<file path="src/rtl/riscv_defs_pkg.sv">
// riscv_defs: RV32I format codes, opcodes, NOP and encoder word record
package riscv_defs;
  typedef enum logic [2:0] {
    FMT_R = 3'd0,
    FMT_I = 3'd1,
    FMT_S = 3'd2,
    FMT_B = 3'd3,
    FMT_U = 3'd4,
    FMT_J = 3'd5
  } fmt_t;
  localparam logic [6:0] OP_LUI    = 7'h37;
  localparam logic [6:0] OP_AUIPC  = 7'h17;
  localparam logic [6:0] OP_JAL    = 7'h6f;
  localparam logic [6:0] OP_JALR   = 7'h67;
  localparam logic [6:0] OP_BRANCH = 7'h63;
  localparam logic [6:0] OP_LOAD   = 7'h03;
  localparam logic [6:0] OP_STORE  = 7'h23;
  localparam logic [6:0] OP_IMM    = 7'h13;
  localparam logic [6:0] OP_REG    = 7'h33;
  localparam logic [31:0] NOP = 32'h0000_0013;
  typedef struct packed {
    logic [31:0] instr;
    logic [31:0] addr;
    logic        err;
    logic        last;
  } enc_word_t;
endpackage

</file>
<file path="src/rtl/instr_pack.sv">
// instr_pack: combinational RV32I field/immediate scatter with range check (fmt, fields, imm -> instr, err)
module instr_pack
  import riscv_defs::*;
(
  input  logic [2:0]  fmt,
  input  logic [6:0]  opcode,
  input  logic [4:0]  rd,
  input  logic [4:0]  rs1,
  input  logic [4:0]  rs2,
  input  logic [2:0]  funct3,
  input  logic [6:0]  funct7,
  input  logic [31:0] imm,
  output logic [31:0] instr,
  output logic        err
);
  always_comb begin
    instr = NOP;
    err   = 1'b1;
    case (fmt)
      FMT_R: begin
        instr = {funct7, rs2, rs1, funct3, rd, opcode};
        err   = 1'b0;
      end
      FMT_I: begin
        instr = {imm[11:0], rs1, funct3, rd, opcode};
        err   = imm != {{20{imm[11]}}, imm[11:0]};
      end
      FMT_S: begin
        instr = {imm[11:5], rs2, rs1, funct3, imm[4:0], opcode};
        err   = imm != {{20{imm[11]}}, imm[11:0]};
      end
      FMT_B: begin
        instr = {imm[12], imm[10:5], rs2, rs1, funct3, imm[4:1], imm[11], opcode};
        err   = (imm != {{19{imm[12]}}, imm[12:0]}) || imm[0];
      end
      FMT_U: begin
        instr = {imm[31:12], rd, opcode};
        err   = |imm[11:0];
      end
      FMT_J: begin
        instr = {imm[20], imm[10:1], imm[11], imm[19:12], rd, opcode};
        err   = (imm != {{11{imm[20]}}, imm[20:0]}) || imm[0];
      end
      default: begin
        instr = NOP;
        err   = 1'b1;
      end
    endcase
  end
endmodule

</file>
<file path="src/rtl/instr_encoder.sv">
// instr_encoder: streams RV32I field tuples into encoded words via a 2-entry skid buffer with address tagging and stream-end flush
module instr_encoder
  import riscv_defs::*;
#(
  parameter logic [31:0] BASE_ADDR = 32'h0000_0000
) (
  input  logic        clk,
  input  logic        rst,
  input  logic        in_valid,
  output logic        in_ready,
  input  logic [2:0]  in_fmt,
  input  logic [6:0]  in_opcode,
  input  logic [4:0]  in_rd,
  input  logic [4:0]  in_rs1,
  input  logic [4:0]  in_rs2,
  input  logic [2:0]  in_funct3,
  input  logic [6:0]  in_funct7,
  input  logic [31:0] in_imm,
  input  logic        in_last,
  output logic        out_valid,
  input  logic        out_ready,
  output logic [31:0] out_instr,
  output logic [31:0] out_addr,
  output logic        out_err,
  output logic        out_last,
  output logic        done
);
  localparam logic [0:0] STREAM = 1'b0;
  localparam logic [0:0] FLUSH  = 1'b1;
  logic [0:0]  state;
  logic [1:0]  count;
  logic [31:0] addr;
  logic [31:0] pack_instr;
  logic        pack_err;
  logic        push;
  logic        pop;
  enc_word_t   e0;
  enc_word_t   e1;
  enc_word_t   new_word;
  instr_pack u_pack (
    .fmt(in_fmt),
    .opcode(in_opcode),
    .rd(in_rd),
    .rs1(in_rs1),
    .rs2(in_rs2),
    .funct3(in_funct3),
    .funct7(in_funct7),
    .imm(in_imm),
    .instr(pack_instr),
    .err(pack_err)
  );
  assign new_word  = '{instr: pack_instr, addr: addr, err: pack_err, last: in_last};
  // ready comes only from registered state so it never combinationally depends on out_ready
  assign in_ready  = (count != 2'd2) && (state == STREAM);
  assign out_valid = count != 2'd0;
  assign push      = in_valid && in_ready;
  assign pop       = out_valid && out_ready;
  assign out_instr = e0.instr;
  assign out_addr  = e0.addr;
  assign out_err   = e0.err;
  assign out_last  = e0.last;
  assign done      = pop && e0.last;
  always_ff @(posedge clk) begin
    if (rst) begin
      state <= STREAM;
      count <= 2'd0;
      addr  <= BASE_ADDR;
      e0    <= '0;
      e1    <= '0;
    end else begin
      count <= count + {1'b0, push} - {1'b0, pop};
      // e0 is the head; on a pop it refills from e1 when full, else from the incoming word
      if (pop) e0 <= (count == 2'd2) ? e1 : new_word;
      else if (push && count == 2'd0) e0 <= new_word;
      if (push && count == 2'd1 && !pop) e1 <= new_word;
      if (push) addr <= in_last ? BASE_ADDR : addr + 32'd4;
      state <= (push && in_last) ? FLUSH : done ? STREAM : state;
    end
  end
endmodule

</file>
<file path="config.mk">
export PLATFORM = sky130hd
export DESIGN_NAME = instr_encoder
export DESIGN_NICKNAME = d
export VERILOG_FILES = /design/src/rtl/riscv_defs_pkg.sv /design/src/rtl/instr_pack.sv /design/src/rtl/instr_encoder.sv
export SDC_FILE = /design/constraint.sdc
export NUM_CORES = 1
export LEC_CHECK = 0
export ABC_AREA = 0
export BUFFER_PORTS_ARGS = -buffer_cell sky130_fd_sc_hd__buf_4
export CAP_MARGIN = 15
export CORE_ASPECT_RATIO = 0.8
export CORE_MARGIN = 1
export CORE_UTILIZATION = 55
export DETAILED_ROUTE_END_ITERATION = 10
export GPL_TIMING_DRIVEN = 0
export PLACE_DENSITY = 0.81
export SYNTH_ARGS = -nofsm -noshare
export SYNTH_HDL_FRONTEND = slang
export SYNTH_SLANG_ARGS = --single-unit
</file>
<file path="constraint.sdc">
create_clock -name clk -period 2.3 [get_ports clk]
set_input_delay 0.23 -clock clk [delete_from_list [all_inputs] [get_ports clk]]
set_output_delay 0.23 -clock clk [all_outputs]
set_load 0.02 [all_outputs]
</file>
==> impl_metrics.tcl <==
set metrics [dict create \
    finalSetupViolCount 0 \
    antenna_found_initial 0 \
    vias 7507 \
    worst_pin_slew_ns 0.682 \
    start_kind "flop" \
    grt_pass1_vias 6810 \
    fin_setup_tns_ns 0 \
    gp_congestion 0.925 \
    slew_violations 0 \
    preCtsSetupSlack_ns 0.155 \
    hold_class "input port to flop" \
    period_share_pct 93.5 \
    synthArstFlopShare_pct 0 \
    synth_cell_types 54 \
    synth_seq_area_share_pct 43.3 \
    wl_per_cell_um 16.9 \
    cellLeakagePower_nw 3.51 \
    finalHoldViolations 0 \
    fin_worst_skew_ns 0.00840 \
    cts_hold_buf 0 \
    synth-adder-area-share_pct 0.504 \
    reg2reg_to "count[1]" \
    grt_first_pass_wirelength_mm 34.8 \
    port_buffers 136 \
    ir_drop_mv 0.701 \
    synth_area_per_cell_um2 7.89 \
    area.sequential_um2 3220 \
    num_io_pins 141 \
    layout_common_cells "nand2_1 (199), dfxtp_1 (161), buf_4 (138), nor2_1 (114), a21oi_1 (87)" \
    netlist_area_um2 7440 \
    n_fill_cell 1067 \
    cts_buffer_depth 2 \
    cts_tree "done" \
    drc_errors 0 \
    core_um2 13000 \
    path_clk_slew_ns 0.06 \
    cp-end-kind "flop" \
    dieArea_um2 14000 \
    synth_compound_area_share_pct 20.0 \
    clock_sinks 161 \
    rows 37 \
    drtPass1Iterations 5 \
    r2r_slack_ns 0.15 \
    die_h_um 106 \
    clock_latency_ns 0.43 \
    synth_warnings 0 \
    endpoint "count[1]" \
    nets 1174 \
    maxCapViolations 0 \
    final_util_pct 71.0 \
    cts_made_buffers 17 \
    synth_xor_area_share_pct 3.18 \
    start_util_pct 57.2 \
    required_ns 2.60 \
    critPathMaxFanout 10 \
    final_common_cell "nand2_1" \
    antenna_left 0 \
    multi_input_area_um2 3810 \
    synthCells 943 \
    syn_to_final_growth_pct 24.1 \
    worst_slack_ns 0.149 \
    wl_mm 21.8 \
    synth_top_family_by_area "simple AND/OR/NAND/NOR gates" \
    drtIter0Drc 653 \
    grt_use_total_pct 31.5 \
    hpwl_mm 15.6 \
    htreeDepth 4 \
    cts_root_buf "clkbuf_16" \
    rsz0062_at_grt "no" \
    period_needed_ns 2.15 \
    slew_headroom_pct 54.5 \
    post_cts_buffers 0 \
    rr_startpoint "count[0]" \
    via_per_inst 5.83 \
    critPathLaunch "count[0]" \
    yosys-mux-area-fraction_pct 1.80 \
    synthSimpleGateAreaFrac_pct 25.7 \
    grt_overflow 0 \
    worstSetupPathType "flop to flop" \
    r2r_cells 10 \
    fmax_mhz 465 \
    outcome "complete, no violations" \
    drive_gt1_share_pct 19.4 \
    grt_max_degree 17 \
    synth_edf_count 0 \
    synth-seq-cells 161 \
    synth_flop_cell "dfxtp_1" \
    power_density_nw_per_um2 1010 \
    n_antenna_cell 0 \
    fp.dieW_um 132 \
    arrival_ns 2.45 \
]
==> sequential cells by signal, summed over array words and instances, names as in the netlist <==
signal / cells
out_last: 1
e1: 64
out_err: 1
out_instr: 32
addr: 30
count: 2
state: 1
out_addr: 30
==> synth_stat cells (all sizes together), types with 6 or more instances <==
| cell type | n | area (um^2) |
|---|---|---|
| mux2i | 10 | 100 |
| xnor2 | 21 | 184 |
| a21oi | 88 | 444 |
| and4 | 6 | 52.6 |
| nand3 | 18 | 95.1 |
| dfxtp | 161 | 3220 |
| a211oi | 26 | 195 |
| nand2 | 199 | 747 |
| nor4 | 16 | 134 |
| nand4 | 15 | 124 |
| a311oi | 36 | 315 |
| a22oi | 10 | 75.1 |
| a211o | 10 | 87.6 |
| nor3 | 14 | 70.1 |
| nor2b | 23 | 144 |
| o21a | 6 | 45.0 |
| xor2 | 6 | 52.6 |
| o211ai | 17 | 128 |
| inv | 13 | 48.8 |
| clkbuf | 47 | 180 |
| nor2 | 115 | 434 |
| buf | 34 | 180 |
| o21ai | 12 | 60.1 |
==> worst max-delay path: stages (launching register included) <==
cell and delay [ns]:
dfxtp_1 0.43, nand2b_1 0.17, and3_1 0.24, clkbuf_4 0.25, inv_1 0.06, ha_1 0.29, inv_1 0.06, ha_1 0.15
xor2_1 0.19, xnor2_1 0.14, nor2_1 0.05
==> worst min path at each step <==
stage,start,end,slack (ns),cells after the start
finish,in_opcode[5],e1[39],0.08,3
global route,in_opcode[2],e1[36],0.08,3
detailed placement,out_instr[21],out_instr[21],0.44,2
CTS,in_opcode[5],e1[39],0.08,3
global placement,out_instr[15],out_instr[15],0.44,2
floorplan,in_last,e1[0],0.37,2
==> what timing repair did <==
action	4_1_cts	5_1_grt
hold endpoints to repair	0	0
gates resized for setup	0	1
endpoints found under the setup margin	0	1
==> kinds of logic (layout without fill, tap and decap cells) <==
kind of cell    count (synthesis)  after routing
simple gates                  423            423
fa+ha+maj                       3              3
other cells                     1              2
compound gates                221            221
buf+inv                        94            262
mux                            13             13
xor+xnor                       27             27
flops                         161            161
==> routing by layer <==
metal	GRT usage, %	share of wire [%]
met5	0	0
met3	7.77	8.9
met4	12.0	2.2
met2	47.5	44
met1	43.5	45
==> report_power, final <==
part           internal [mW]  switching, mW
sequential              3.21          0.268
combinational           1.17           2.00
clock                   1.42           1.24
total                   5.80           3.51
==> stage by stage <==
step | hold WS, ns | instance area, um^2 | instances | power [mW]
6_report | 0.0824 | 9240 | 1287 | 9.31
5_1_grt | 0.0848 | 9240 | 1287 | 9.76
4_1_cts | 0.0766 | 9240 | 1287 | 9.29
3_5_place_dp | 0.444 | 8690 | 1255 | 6.65
3_3_place_gp | 0.441 | 8690 | 1255 | 6.58
2_1_floorplan | 0.366 | 7450 | 944 | 5.40
==> cell type report <==
class                      count  share of cell area [%]
timing repair buffer         136                    11.1
clock inverter                14                    1.30
multi-input combinational    689                    41.3
clock buffer                  18                    4.65
tap                          175                    2.37
sequential                   161                    34.9
inverter                      13                   0.528
buffer                        81                    3.93
Power figures use the tool's default switching activity.
